**config.mk**
```make
export PLATFORM = sky130hd
export DESIGN_NAME = mp_sequencer
export DESIGN_NICKNAME = d
export VERILOG_FILES = /design/src/rtl/mp_pkg.sv /design/src/rtl/mp_decode.sv /design/src/rtl/mp_sequencer.sv
export SDC_FILE = /design/constraint.sdc
export NUM_CORES = 1
export LEC_CHECK = 0
export CAP_MARGIN = 20
export CELL_PAD_IN_SITES_DETAIL_PLACEMENT = 1
export CELL_PAD_IN_SITES_GLOBAL_PLACEMENT = 1
export CORE_UTILIZATION = 29
export CTS_CLUSTER_DIAMETER = 100
export DETAILED_ROUTE_END_ITERATION = 10
export PLACE_DENSITY_LB_ADDON = 0.1
export SYNTH_ARGS = -nofsm -noshare
export SYNTH_HDL_FRONTEND = slang
export SYNTH_SLANG_ARGS = --single-unit
```
**constraint.sdc**
```tcl
create_clock -name clk -period 1.6 [get_ports clk]
set_clock_uncertainty 0.15 [all_clocks]
set_input_delay 0.32 -clock clk [delete_from_list [all_inputs] [get_ports clk]]
set_output_delay 0.32 -clock clk [all_outputs]
set_load 0.1 [all_outputs]
```
**src/rtl/mp_pkg.sv**
```systemverilog
// Shared types and constants for the mp_sequencer program sequencer:
// FSM states, opcodes, ALU function codes and instruction field positions.
package mp_pkg;

  typedef enum logic [1:0] {
    ST_IDLE  = 2'd0,
    ST_CLEAR = 2'd1,
    ST_FETCH = 2'd2,
    ST_EXEC  = 2'd3
  } state_t;

  typedef enum logic [2:0] {
    OP_NOP  = 3'b000,
    OP_LDI  = 3'b001,
    OP_ALU  = 3'b010,
    OP_JMP  = 3'b011,
    OP_JZ   = 3'b100,
    OP_HALT = 3'b101,
    OP_ILL6 = 3'b110,
    OP_ILL7 = 3'b111
  } opcode_t;

  localparam logic [2:0] FN_ADD   = 3'b000;
  localparam logic [2:0] FN_SUB   = 3'b001;
  localparam logic [2:0] FN_AND   = 3'b010;
  localparam logic [2:0] FN_OR    = 3'b011;
  localparam logic [2:0] FN_XOR   = 3'b100;
  localparam logic [2:0] FN_PASSB = 3'b101;
  localparam logic [2:0] FN_INC   = 3'b110;
  localparam logic [2:0] PASS_IMM = 3'b111;

  localparam int OP_MSB = 11;
  localparam int OP_LSB = 9;
  localparam int RD_MSB = 8;
  localparam int RD_LSB = 7;
  localparam int RS_MSB = 6;
  localparam int RS_LSB = 5;
  localparam int FN_MSB = 4;
  localparam int FN_LSB = 2;

  function automatic logic [3:0] onehot4(input logic [1:0] idx);
    logic [3:0] v;
    v = 4'b0000;
    v[idx] = 1'b1;
    return v;
  endfunction

endpackage

```
**src/rtl/mp_decode.sv**
```systemverilog
// Combinational instruction decoder: turns the held instruction into the
// datapath control bus and branch/halt/illegal flags, all gated by exec_en.
module mp_decode
  import mp_pkg::*;
(
  input  logic                i_exec_en,
  input  logic [OP_MSB:FN_LSB] i_ir,
  output logic [3:0]          o_ce,
  output logic [2:0]          o_w,
  output logic [1:0]          o_sel,
  output logic [2:0]          o_s,
  output logic                o_is_jmp,
  output logic                o_is_jz,
  output logic                o_is_halt,
  output logic                o_is_illegal
);

  opcode_t    w_op;
  logic [1:0] w_rd;
  logic [1:0] w_rs;
  logic [2:0] w_fn;

  assign w_op = opcode_t'(i_ir[OP_MSB:OP_LSB]);
  assign w_rd = i_ir[RD_MSB:RD_LSB];
  assign w_rs = i_ir[RS_MSB:RS_LSB];
  assign w_fn = i_ir[FN_MSB:FN_LSB];

  always_comb begin
    o_ce         = 4'b0000;
    o_w          = 3'b000;
    o_sel        = 2'b00;
    o_s          = 3'b000;
    o_is_jmp     = 1'b0;
    o_is_jz      = 1'b0;
    o_is_halt    = 1'b0;
    o_is_illegal = 1'b0;
    if (i_exec_en) begin
      case (w_op)
        OP_LDI: begin
          o_ce = onehot4(w_rd);
          o_w  = w_fn;
          o_s  = PASS_IMM;
        end
        OP_ALU: begin
          o_ce  = onehot4(w_rd);
          o_sel = w_rs;
          o_s   = w_fn;
        end
        OP_JMP:  o_is_jmp  = 1'b1;
        OP_JZ:   o_is_jz   = 1'b1;
        OP_HALT: o_is_halt = 1'b1;
        OP_ILL6, OP_ILL7: o_is_illegal = 1'b1;
        default: ;
      endcase
    end
  end

endmodule

```
**src/rtl/mp_sequencer.sv**
```systemverilog
// Program sequencer: IDLE -> CLEAR -> (FETCH -> EXEC)* until HALT or an
// illegal opcode. Control outputs are Moore, derived from state and ir only.
module mp_sequencer
  import mp_pkg::*;
#(
  parameter int PC_W = 4,
  parameter int IW   = 12
) (
  input  logic            clk,
  input  logic            reset,
  input  logic            start_i,
  input  logic [IW-1:0]   instr_i,
  input  logic            zero_i,
  output logic [PC_W-1:0] pc_o,
  output logic            clr_o,
  output logic [3:0]      ce_o,
  output logic [2:0]      w_o,
  output logic [1:0]      sel_o,
  output logic [2:0]      s_o,
  output logic            busy_o,
  output logic            done_o,
  output logic            err_o
);

  state_t          r_state;
  logic [PC_W-1:0] r_pc;
  logic [IW-1:0]   r_ir;
  logic            r_err;

  state_t          w_state_nxt;
  logic [PC_W-1:0] w_pc_nxt;
  logic            w_ir_load;
  logic            w_err_set;
  logic            w_err_clr;

  logic            w_exec;
  logic            w_is_jmp;
  logic            w_is_jz;
  logic            w_is_halt;
  logic            w_is_illegal;
  logic [PC_W-1:0] w_target;

  assign w_exec   = (r_state == ST_EXEC);
  assign w_target = r_ir[PC_W-1:0];

  mp_decode u_decode (
    .i_exec_en    (w_exec),
    .i_ir         (r_ir[OP_MSB:FN_LSB]),
    .o_ce         (ce_o),
    .o_w          (w_o),
    .o_sel        (sel_o),
    .o_s          (s_o),
    .o_is_jmp     (w_is_jmp),
    .o_is_jz      (w_is_jz),
    .o_is_halt    (w_is_halt),
    .o_is_illegal (w_is_illegal)
  );

  always_comb begin
    w_state_nxt = r_state;
    w_pc_nxt    = r_pc;
    w_ir_load   = 1'b0;
    w_err_set   = 1'b0;
    w_err_clr   = 1'b0;
    case (r_state)
      ST_IDLE: begin
        if (start_i) begin
          w_state_nxt = ST_CLEAR;
          w_pc_nxt    = '0;
          w_err_clr   = 1'b1;
        end
      end
      ST_CLEAR: w_state_nxt = ST_FETCH;
      ST_FETCH: begin
        w_ir_load   = 1'b1;
        w_state_nxt = ST_EXEC;
      end
      ST_EXEC: begin
        // HALT and illegal leave pc where it stopped for post-mortem
        if (w_is_halt) begin
          w_state_nxt = ST_IDLE;
        end else if (w_is_illegal) begin
          w_err_set   = 1'b1;
          w_state_nxt = ST_IDLE;
        end else if (w_is_jmp || (w_is_jz && zero_i)) begin
          w_pc_nxt    = w_target;
          w_state_nxt = ST_FETCH;
        end else begin
          w_pc_nxt    = r_pc + PC_W'(1);
          w_state_nxt = ST_FETCH;
        end
      end
      default: w_state_nxt = ST_IDLE;
    endcase
  end

  always_ff @(posedge clk or negedge reset) begin
    if (!reset) begin
      r_state <= ST_IDLE;
      r_pc    <= '0;
      r_ir    <= '0;
      r_err   <= 1'b0;
    end else begin
      r_state <= w_state_nxt;
      r_pc    <= w_pc_nxt;
      if (w_ir_load) r_ir <= instr_i;
      if (w_err_set) r_err <= 1'b1;
      else if (w_err_clr) r_err <= 1'b0;
    end
  end

  assign pc_o   = r_pc;
  assign clr_o  = (r_state == ST_CLEAR);
  assign busy_o = (r_state != ST_IDLE);
  assign done_o = w_is_halt;
  assign err_o  = r_err;

endmodule
```
; ---- Word level (Yosys, flattened, before mapping)
; Cells that the tools add are included.
[op_classes]
n_mux = 35
add_sub_neg = 1
n_reduce_logical = 10
magnitude_cmp = 2
eq_ne = 13
[ops]
columns = operator, n
row1 = $mux 4, 6
row2 = $mux 1, 17
row3 = $eq 3x3->1 const B, 4
row4 = $mux 2, 5
row5 = $mux 3, 3
row6 = $pmux 2 s4, 1
row7 = $pmux 4 s2, 1
row8 = $eq 3x2->1 const B, 2
row9 = $ne 2x2->1 const B, 3
row10 = $pmux 3 s2, 1
row11 = $reduce_bool 2->1, 3
row12 = $add 4x1->4 const B, 1
row13 = $eq 2x2->1 const B, 2
row14 = $reduce_and 4->1, 1
row15 = $reduce_or 2->1, 2
row16 = $eq 3x1->1 const B, 1
row17 = $lt 2x3->1 const B, 1
row18 = $demux 1 s2, 1
row19 = $eq 2x1->1 const B, 1
row20 = $ge 2x1->1 const B, 1
row21 = $logic_and 1x1->1, 2
row22 = $logic_not 2->1, 1
row23 = $logic_or 1x1->1, 1
[totals]
ff_bits = 19
out_inout_bits = 20
elab_cells = 65
inputBits = 16

; ---- Logic depth before layout (Yosys ltp)
; Gate-level depths: netlist of run 1.
[depth]
word_depth = 9
ltp_mapped = 5
mapped_depth_nobuf = 4

; ---- Modules after synthesis
; From an unflattened synthesis of run 1, not the netlist that was laid out.
[hier_totals]
hier_cells = 95
hier_area_um2 = 1088.5
[by_module_without_submodules]
columns = module, area_per_inst_um2, instances, cells_each
row1 = mp_sequencer, 883.3, 1, 68
row2 = mp_decode, 205.2, 1, 27

; ---- Least setup slack after synthesis of run 1
; OpenSTA, ideal clock, no wires.
[synth_path]
kind = register to output
startpoint = register r_ir[9]
endpoint = output ce_o[2]
arrival_time_ns = 3.111
path_slack_ns = -1.981
stages_incl_launch_ff = 5
path_buffers = 1
path_cell_list = dfrtp_1 -> buf_2 -> nor2b_1 -> o21ai_1 -> nor3b_1
[synth_via]
elab_chain_len = 4
elab_cells_between_ends = 5
[synth_rtl]
columns = item, line_no
row1 = "start, declared", mp_sequencer.sv:27  ; logic [IW-1:0] r_ir;
row2 = "start signal, assigned", mp_sequencer.sv:106  ; if (w_ir_load) r_ir <= instr_i;
row3 = $eq 3x1->1 or $eq 3x2->1 (tied branches), mp_decode.sv:38  ; case (w_op)
row4 = $reduce_or 2->1 (no source line) (*), -
row5 = $mux 4 (*), -
row6 = $mux 4 (*), mp_decode.sv:37  ; if (i_exec_en) begin
row7 = "end, declared", mp_sequencer.sv:16  ; output logic [3:0] ce_o,
; Mark *: on every way between the ends. The rest lies on a longest branch, timed or not.

; ---- Worst setup path in the final report of run 1
[layout_path]
startpoint = register r_ir[10]
endpoint = output w_o[2]
[layout_via]
elab_chain_len = 3
[layout_rtl]
columns = item, line_no
row1 = $eq 3x1->1, mp_decode.sv:38
row2 = $mux 3, mp_decode.sv:38
row3 = $mux 3, mp_decode.sv:37
row4 = "end, declared", mp_sequencer.sv:17  ; output logic [2:0] w_o,
; Every way passes these cells.

==> results of run 1 <==
-- sequential cells by signal, indices dropped and copies added (netlist names) --
signal   flops
r_ir        12
pc_o         4
r_state      2
err_o        1
-- power breakdown --
group | total, mW | leakage [nW] | internal (mW) | switching (mW)
sequential | 1.07 | 0.216 | 0.750 | 0.323
combinational | 3.46 | 0.619 | 1.58 | 1.88
clock | 0.259 | 0.0150 | 0.0972 | 0.162
-- metal layers --
metal / wire length [microns] / track usage [%]
met2: 1819 / 34.94
met5: 0 / 0
met3: 120 / 2.731
met4: 19 / 7.143
met1: 1283 / 21.64
-- cell usage after synthesis, types with 2 or more instances --
| cell | count | area (sq um) |
|---|---|---|
| a21oi_1 | 5 | 25.02 |
| o21ai_0 | 3 | 15.01 |
| o21a_1 | 2 | 15.01 |
| nand2b_1 | 2 | 12.51 |
| nor3b_1 | 2 | 15.01 |
| nor3_1 | 4 | 20.02 |
| nor2b_1 | 4 | 25.02 |
| nand2_1 | 4 | 15.01 |
| nand3_1 | 2 | 10.01 |
| inv_1 | 2 | 7.510 |
| buf_2 | 3 | 15.01 |
| dfrtp_1 | 19 | 475.5 |
| and2_1 | 4 | 25.02 |
| and3_1 | 2 | 12.51 |
| nor2_1 | 10 | 37.54 |
| mux2_2 | 11 | 123.9 |
| or2_2 | 2 | 12.51 |
| a31oi_1 | 2 | 12.51 |
-- critical path: stages (launching register included) --
cell and delay [ns]:
dfrtp_2 0.46, nand2b_1 0.19, nor3_2 0.13, buf_4 0.15
and2_4 0.15, buf_12 0.17
-- metrics by stage --
stage | worst slack, ns | TNS [ns]
final | -0.4130 | -5.442
after global routing | -0.4790 | -7.051
after CTS | -0.4330 | -5.631
after detailed placement | -0.2306 | -1.331
after global placement | -0.1482 | -1.061
after floorplan | -0.5261 | -4.163
-- worst max-delay path by stage --
| stage | start | endpoint | slack, ns |
|---|---|---|---|
| final | r_ir[10]$_DFFE_PN0P_ | w_o[2] | -0.41 |
| after global routing | r_ir[9]$_DFFE_PN0P_ | ce_o[2] | -0.48 |
| after CTS | r_ir[9]$_DFFE_PN0P_ | ce_o[2] | -0.43 |
| after detailed placement | zero_i | pc_o[3]$_DFFE_PN0P_ | -0.23 |
| after global placement | zero_i | pc_o[3]$_DFFE_PN0P_ | -0.15 |
| after floorplan | r_state[1]$_DFFE_PN0N_ | ce_o[1] | -0.53 |
-- area by class of cell --
| cell class | instances | area, sq um |
|---|---|---|
| inverter | 2 | 7.507 |
| sequential | 19 | 494.2 |
| tap | 46 | 57.56 |
| fill | 359 | 1284 |
| clock buffer | 4 | 26.28 |
| timing repair buffer | 62 | 772.0 |
| multi-input combinational | 74 | 695.7 |
-- what timing repair did --
action,CTS,global route
resized for setup,14,13
hold endpoints to repair,0,0
hold buffers,0,0
setup buffers,4,7
pin swaps,7,4
gates cloned,0,0
setup endpoints to repair,19,19
-- logic make-up (layout without fill, tap and decap cells) --
| logic type | Yosys count | after routing | synth area share, % |
|---|---|---|---|
| AND/OR/NAND/NOR | 40 | 40 | 21.66 |
| AO/OA/AOI/OAI | 21 | 21 | 13.86 |
| flip-flops | 19 | 19 | 47.03 |
| multiplexers | 12 | 12 | 13.24 |
| buffers and inverters | 6 | 68 | 2.970 |
| adder cells (fa/ha/maj) | 1 | 1 | 1.237 |
==> results_dict.tcl, run 1 <==
set metrics [dict create \
    fin_cells 207 \
    io_pins 36 \
    cts.sinks 19 \
    postSynthCellCount 99 \
    synth_nets 116 \
    grt_pass1_vias 1111 \
    setup-violations-final 23 \
    htree_levels 1 \
    crit_type "reg2out" \
    nets 179 \
    synth-edff-count 0 \
    numPortBuffers 35 \
    status "finished with violations" \
    grt_antenna_before_repair 0 \
    wl_per_cell_microns 15.66 \
    rr_worst_depth 7 \
    worstPathMaxFanout 4 \
    fin_ws_ns -0.4130 \
    ff2ff_setup_slack_ns -0.13 \
    maxCapViolations 0 \
    power_mw 4.788 \
    die_area_sq_um 3726 \
    drc 0 \
    slew_headroom_pct 78.27 \
    grt_max_degree 20 \
    min_period_ns 2.013 \
    n_antenna_cell 0 \
    crit_arrival_ns 1.54 \
    async_flop_share_pct 100.0 \
    cts_tree "done" \
    netlist_area_sq_um 1011 \
    clkTransAtPathRegs_ns 0.12 \
    final_core_util_pct 61.53 \
    final_max_slew_viol_count 0 \
    syn_area_per_cell_sq_um 10.21 \
    r2r-start "r_ir[10]$_DFFE_PN0P_" \
    syn_to_final_growth_pct 103.1 \
    place_congestion 0.7975 \
    final_cell_mix "buf_4, buf_12, clkdlybuf4s50_1" \
    required_ns 1.13 \
    fin_crit_sh_pct 125.8 \
    vias 1000 \
    die_h_microns 61.05 \
    clk_latency_ns 0.30 \
    final_area_sq_um 2053 \
    ctsRootBufferMaster "clkbuf_4" \
    drtIter0Drc 41 \
    cts_buffers 3 \
    floorplan.rows 21 \
    dp.cells 193 \
    ir_worst_vdd_mv 0.9264 \
    hp-class "in2async" \
    mostFrequentLayoutCell "buf_4" \
    hold_ws_ns 0.1972 \
    crit_path_end_kind "primary output" \
    ys_ff_latch 19 \
    routed_via_density 4.831 \
    postRouteAntennaNets 0 \
    dpl-instance-area_sq_um 1843 \
    ys_warn_count 0 \
    grt_usage_pct 18.79 \
    drt_pass1_iterations 4 \
    die_width_microns 61.05 \
    synth_ff_type "dfrtp_1" \
    violations "negative setup slack" \
    core_sq_um 3337 \
    worstSetupStartpointType "register" \
    synth.distinct_cells 34 \
    hpwl_microns 2371 \
    reg2reg_to "pc_o[2]$_DFFE_PN0P_" \
    p_per_area_nw_per_um2 2332 \
    gr-total-overflow 0 \
    grt_first_pass_wirelength_microns 5078 \
    hold_violations 0 \
    fmax_mhz 496.8 \
    drive_above_1_share_pct 63.35 \
    rsz0062_at_grt "true" \
    clock_path_buffers 2 \
    start_util_pct 30.30 \
    p_leak_nw 0.8495 \
    worst_pin_slew_ns 0.3248 \
    ys_seq_area_share_pct 47.03 \
    routed_wl_microns 3242 \
]
(Power assumes the default switching activity.)
==> inputs of run 2 (changes only) <==
CORE_ASPECT_RATIO = 0.6   (was not set)
SLEW_MARGIN = 20   (was not set)
==> run 2 against run 1 <==
  * The run still ends with negative setup slack left
  * Worst setup slack gained 0.044 ns
  * Global-route usage grew 1.1 points
  * Flip-flop and latch count is the same
  * Clock power grew 32%
  * Maximum frequency grew 2.2%
  * Sequential power is essentially flat
  * Non-clock buffer count grew 1
  * Cell count is the same
  * Sequential share of layout area shrank 0.81 points
  * Highest routed layer unchanged
==> results_dict.tcl, run 2 (synthesis results as in run 1) <==
set metrics [dict create \
    status "finished with violations" \
    violations "negative setup slack" \
    ctsRootBufferMaster "clkbuf_8" \
    cts_buffers 3 \
    n_antenna_cell 0 \
    cpMaxStageDelayCell "dfrtp_2" \
    drc 0 \
    die_h_microns 47.74 \
    htree_levels 1 \
    clk_latency_ns 0.26 \
    routed_via_density 5.043 \
    place_congestion 0.7711 \
    gr-total-overflow 0 \
    floorplan.rows 16 \
    fin_cells 207 \
    seqPwrFrac_pct 21.3 \
    worst_pin_slew_ns 0.3133 \
    dp_slack_ns -0.2644 \
    p_per_area_nw_per_um2 2404 \
    max_stage_delay_ns 0.45 \
    vias 1044 \
    regMostFlops "r_ir" \
    hold_violations 0 \
    drive_above_1_share_pct 67.28 \
    die_width_microns 78.23 \
    crit_path_end_kind "primary output" \
    maxCapViolations 0 \
    path_cells "nand2b_1 -> nor3_2 -> buf_4 -> and2_4 -> buf_12" \
    numPortBuffers 35 \
    p_leak_nw 0.8723 \
    crit_arrival_ns 1.50 \
    routed_wl_microns 3814 \
    fmax_mhz 507.9 \
    critical-path-top-delay-family "simple AND/OR/NAND/NOR gates" \
    final.setup.tns_ns -4.920 \
    drtIter0Drc 20 \
    crit_buf_inv 2 \
    io_pins 36 \
    hold_ws_ns 0.2481 \
    clock_path_buffers 2 \
    dp.cells 191 \
    worstPathMaxFanout 4 \
    nets 180 \
    grt_first_pass_wirelength_microns 5416 \
    slew_headroom_pct 79.04 \
    largest_reg_flops 12 \
    final_max_slew_viol_count 0 \
    min_period_ns 1.969 \
    worstSetupStartpointType "register" \
    rsz0062_at_grt "true" \
    required_ns 1.13 \
    hp-class "in2async" \
    core_sq_um 3283 \
    syn_to_final_growth_pct 110.1 \
    grt_antenna_before_repair 0 \
    grt_max_degree 20 \
    crit_type "reg2out" \
    cts_tree "done" \
    die_area_sq_um 3734 \
    final_core_util_pct 64.71 \
    fin_ws_ns -0.3689 \
    postRouteAntennaNets 0 \
    grt_usage_pct 19.91 \
    fin_crit_sh_pct 123.1 \
    wl_per_cell_microns 18.43 \
    p_sw_mw 2.528 \
    grt_pass1_vias 1009 \
    mostFrequentLayoutCell "buf_4" \
    final_cell_mix "buf_4, buf_12, clkdlybuf4s50_1" \
    hpwl_microns 2575 \
    internal_power_mw 2.581 \
    clkTransAtPathRegs_ns 0.07 \
    ir_worst_vdd_mv 1.663 \
    start_util_pct 30.79 \
    cts.sinks 19 \
    drt_pass1_iterations 4 \
    p_clk_share_pct 6.7 \
    setup-violations-final 19 \
    combinationalPowerShare_pct 72.0 \
    swShare_pct 49.48 \
]
==> run 2: cell types whose count changed in the layout (fill, tap and decap cells not counted), sizes merged <==
| cell | before | now |
|---|---|---|
| clkbuf | 4 | 3 |
| clkinv | 0 | 1 |
| buf | 47 | 48 |
==> run 2: final timing paths <==
kind | from | to | slack, ns | cells past startpoint
worst max-delay path | r_ir[10]$_DFFE_PN0P_ | w_o[0] | -0.37 | 5
worst min-delay path | reset | pc_o[0]$_DFFE_PN0P_ | 0.25 | 2
worst max register to register | r_ir[10]$_DFFE_PN0P_ | pc_o[3]$_DFFE_PN0P_ | -0.19 | 5
worst min register to register | r_ir[1]$_DFFE_PN0P_ | r_ir[1]$_DFFE_PN0P_ | 0.37 | 1
max in group asynchronous | reset | pc_o[1]$_DFFE_PN0P_ | 0.82 | 2
min in group clk | r_ir[1]$_DFFE_PN0P_ | r_ir[1]$_DFFE_PN0P_ | 0.37 | 1
==> run 2: routing by layer <==
metal  share of wire [%]  global-route usage [%]  vias to the layer above
met5                   0                       0                        -
met3                 4.7                   5.333                        4
met4                 1.3                   3.333                        0
met1                  45                   26.67                      527
li1                    -                       -                      481
met2                  49                   33.86                       32
==> run 2: power groups by stage <==
stage	Sequential, mW	Combinational [mW]	Clock, mW
5_1_grt	1.13	3.83	0.375
6_report	1.09	3.68	0.343
4_1_cts	1.07	3.30	0.355
2_1_floorplan	1.32	1.62	0
3_3_place_gp	1.05	2.93	0
3_5_place_dp	1.08	3.01	0
==> run 2: final cells by class <==
class | instances | area (sq um)
multi-input combinational | 74 | 733.2
clock inverter | 1 | 5.005
fill | 326 | 1159
tap | 45 | 56.30
timing repair buffer | 63 | 787.0
sequential | 19 | 494.2
clock buffer | 3 | 41.29
inverter | 2 | 7.507
==> run 2: worst register-to-register path: cells and delay by family (launching register included) <==
family | cells | cell delay [ns]
buffers and inverters | 2 | 0.25
AO/OA/AOI/OAI | 3 | 0.81
flip-flops | 1 | 0.45
==> run 2: stage by stage <==
stage,power (mW),instance area (sq um)
4_1_cts,4.721,1993
6_report,5.108,2125
3_5_place_dp,4.087,1834
2_1_floorplan,2.940,1137
5_1_grt,5.327,2125
3_3_place_gp,3.982,1834
==> run 2: what timing repair did <==
item | CTS | global route
hold endpoints to repair | 0 | 0
hold buffers | 0 | 0
resized for setup | 17 | 21
buffers inserted | 6 | 7
endpoints found under the setup margin | 20 | 26
pin swaps | 6 | 8
==> inputs of run 3 (changes only) <==
HOLD_SLACK_MARGIN = 0.02   (was not set)
PLACE_DENSITY = 0.85   (was not set)
PLACE_DENSITY_LB_ADDON = not set   (was 0.1)
==> run 3 against run 2 <==
  * The run still ends with negative setup slack left
  * Wire length increased by 27%
  * Cell count is 0.97% higher
  * First-iteration DRC count grew 20%
  * Total power grew 5.2%
  * Count of clock-buffer cells in the layout unchanged
  * Largest cell class unchanged
  * Largest power group unchanged
==> results_dict.tcl, run 3 (synthesis results as in run 1) <==
set metrics [dict create \
    fin_cells 209 \
    final_max_slew_viol_count 0 \
    syn_to_final_growth_pct 114.2 \
    nets 182 \
    p_per_area_nw_per_um2 2481 \
    htree_levels 1 \
    grt_first_pass_wirelength_microns 6299 \
    crit_arrival_ns 1.59 \
    min_period_ns 2.059 \
    maxCapViolations 0 \
    hp-class "in2async" \
    fin_ws_ns -0.4589 \
    cts.sinks 19 \
    swShare_pct 50.39 \
    p_sw_mw 2.707 \
    floorplan.rows 16 \
    crit_type "reg2out" \
    grt_max_degree 20 \
    regMostFlops "r_ir" \
    combinationalPowerShare_pct 72.2 \
    dp_slack_ns -0.2561 \
    grt_usage_pct 24.33 \
    holdBufCountCts 0 \
    final_cell_mix "buf_12, buf_4, clkdlybuf4s50_1" \
    worstPathMaxFanout 5 \
    violations "negative setup slack" \
    cts_tree "done" \
    routed_wl_microns 4828 \
    setup-violations-final 19 \
    p_clk_share_pct 6.6 \
    ctsRootBufferMaster "clkbuf_8" \
    status "finished with violations" \
    grt_antenna_before_repair 0 \
    internal_power_mw 2.665 \
    hold_ws_ns 0.2522 \
    die_area_sq_um 3734 \
    hold_violations 0 \
    ir_worst_vdd_mv 1.340 \
    cts_buffers 3 \
    crit_path_end_kind "primary output" \
    slew_headroom_pct 73.96 \
    grt_pass1_vias 1125 \
    die_h_microns 47.74 \
    hpwl_microns 3028 \
    start_util_pct 30.79 \
    drc 0 \
    numPortBuffers 35 \
    worstSetupStartpointType "register" \
    required_ns 1.13 \
    rsz0062_at_grt "true" \
    dp.cells 193 \
    n_antenna_cell 0 \
    seqPwrFrac_pct 21.2 \
    p_leak_nw 0.8978 \
    final.setup.tns_ns -6.367 \
    place_congestion 0.7809 \
    clock_path_buffers 2 \
    clkTransAtPathRegs_ns 0.08 \
    drive_above_1_share_pct 67.07 \
    power_mw 5.373 \
    fin_crit_sh_pct 128.7 \
    core_sq_um 3283 \
    gr-total-overflow 0 \
    wl_per_cell_microns 23.10 \
    fmax_mhz 485.7 \
    worst_pin_slew_ns 0.3892 \
    routed_via_density 5.077 \
    vias 1061 \
    clk_latency_ns 0.27 \
    io_pins 36 \
    drtIter0Drc 24 \
    postRouteAntennaNets 0 \
    die_width_microns 78.23 \
    drt_pass1_iterations 4 \
    largest_reg_flops 12 \
]
==> run 3: timing repair <==
action,in CTS,in global routing
buffers inserted,7,5
pin swaps,9,3
gates resized for setup,24,13
endpoints found under the setup margin,19,23
==> run 3: final cells by class <==
class | count | area (sq um)
clock buffer | 3 | 41.29
clock inverter | 1 | 5.005
fill | 331 | 1117
inverter | 2 | 7.507
multi-input combinational | 74 | 739.5
sequential | 19 | 493.0
tap | 45 | 56.30
timing repair buffer | 65 | 823.3
==> run 3: routing by layer <==
| layer | wire length (microns) | GRT usage, % | vias to the layer above |
|---|---|---|---|
| met5 | 0 | 0 | - |
| met4 | 58 | 10.37 | 0 |
| met3 | 182 | 5.905 | 9 |
| met2 | 2484 | 46.49 | 31 |
| met1 | 2102 | 27.55 | 540 |
| li1 | - | - | 481 |
==> run 3: power groups by stage <==
stage	registers [mW]	logic [mW]	clock network, mW
5_1_grt	1.17	4.01	0.371
3_3_place_gp	1.05	2.97	0
3_5_place_dp	1.10	3.11	0
2_1_floorplan	1.32	1.62	0
6_report	1.14	3.88	0.353
4_1_cts	1.10	3.53	0.348
==> run 3: metrics by stage <==
| stage | utilization, % | area [sq um] |
|---|---|---|
| 2_1_floorplan | - | 1137 |
| 3_3_place_gp | 56.71 | 1862 |
| 3_5_place_dp | 56.71 | 1862 |
| 4_1_cts | 63.26 | 2077 |
| 5_1_grt | 65.97 | 2166 |
| 6_report | 65.97 | 2166 |
==> run 3: critical path, cell delays in order (launching register included) <==
cell and delay, ns:
dfrtp_2 0.45, nor2b_4 0.25, buf_4 0.15, buf_6 0.09
and3_2 0.20, buf_12 0.17
==> run 3: path summary, 6_finish.rpt <==
path	from	to	slack, ns	depth (start not counted)
worst max-delay path	r_ir[10]$_DFFE_PN0P_	sel_o[0]	-0.46	5
worst min-delay path	reset	r_ir[8]$_DFFE_PN0P_	0.25	2
worst max register to register	r_ir[9]$_DFFE_PN0P_	pc_o[3]$_DFFE_PN0P_	-0.26	5
worst min register to register	r_ir[5]$_DFFE_PN0P_	r_ir[5]$_DFFE_PN0P_	0.36	1
max in group asynchronous	reset	pc_o[0]$_DFFE_PN0P_	0.82	2
min in group clk	r_ir[5]$_DFFE_PN0P_	r_ir[5]$_DFFE_PN0P_	0.36	1
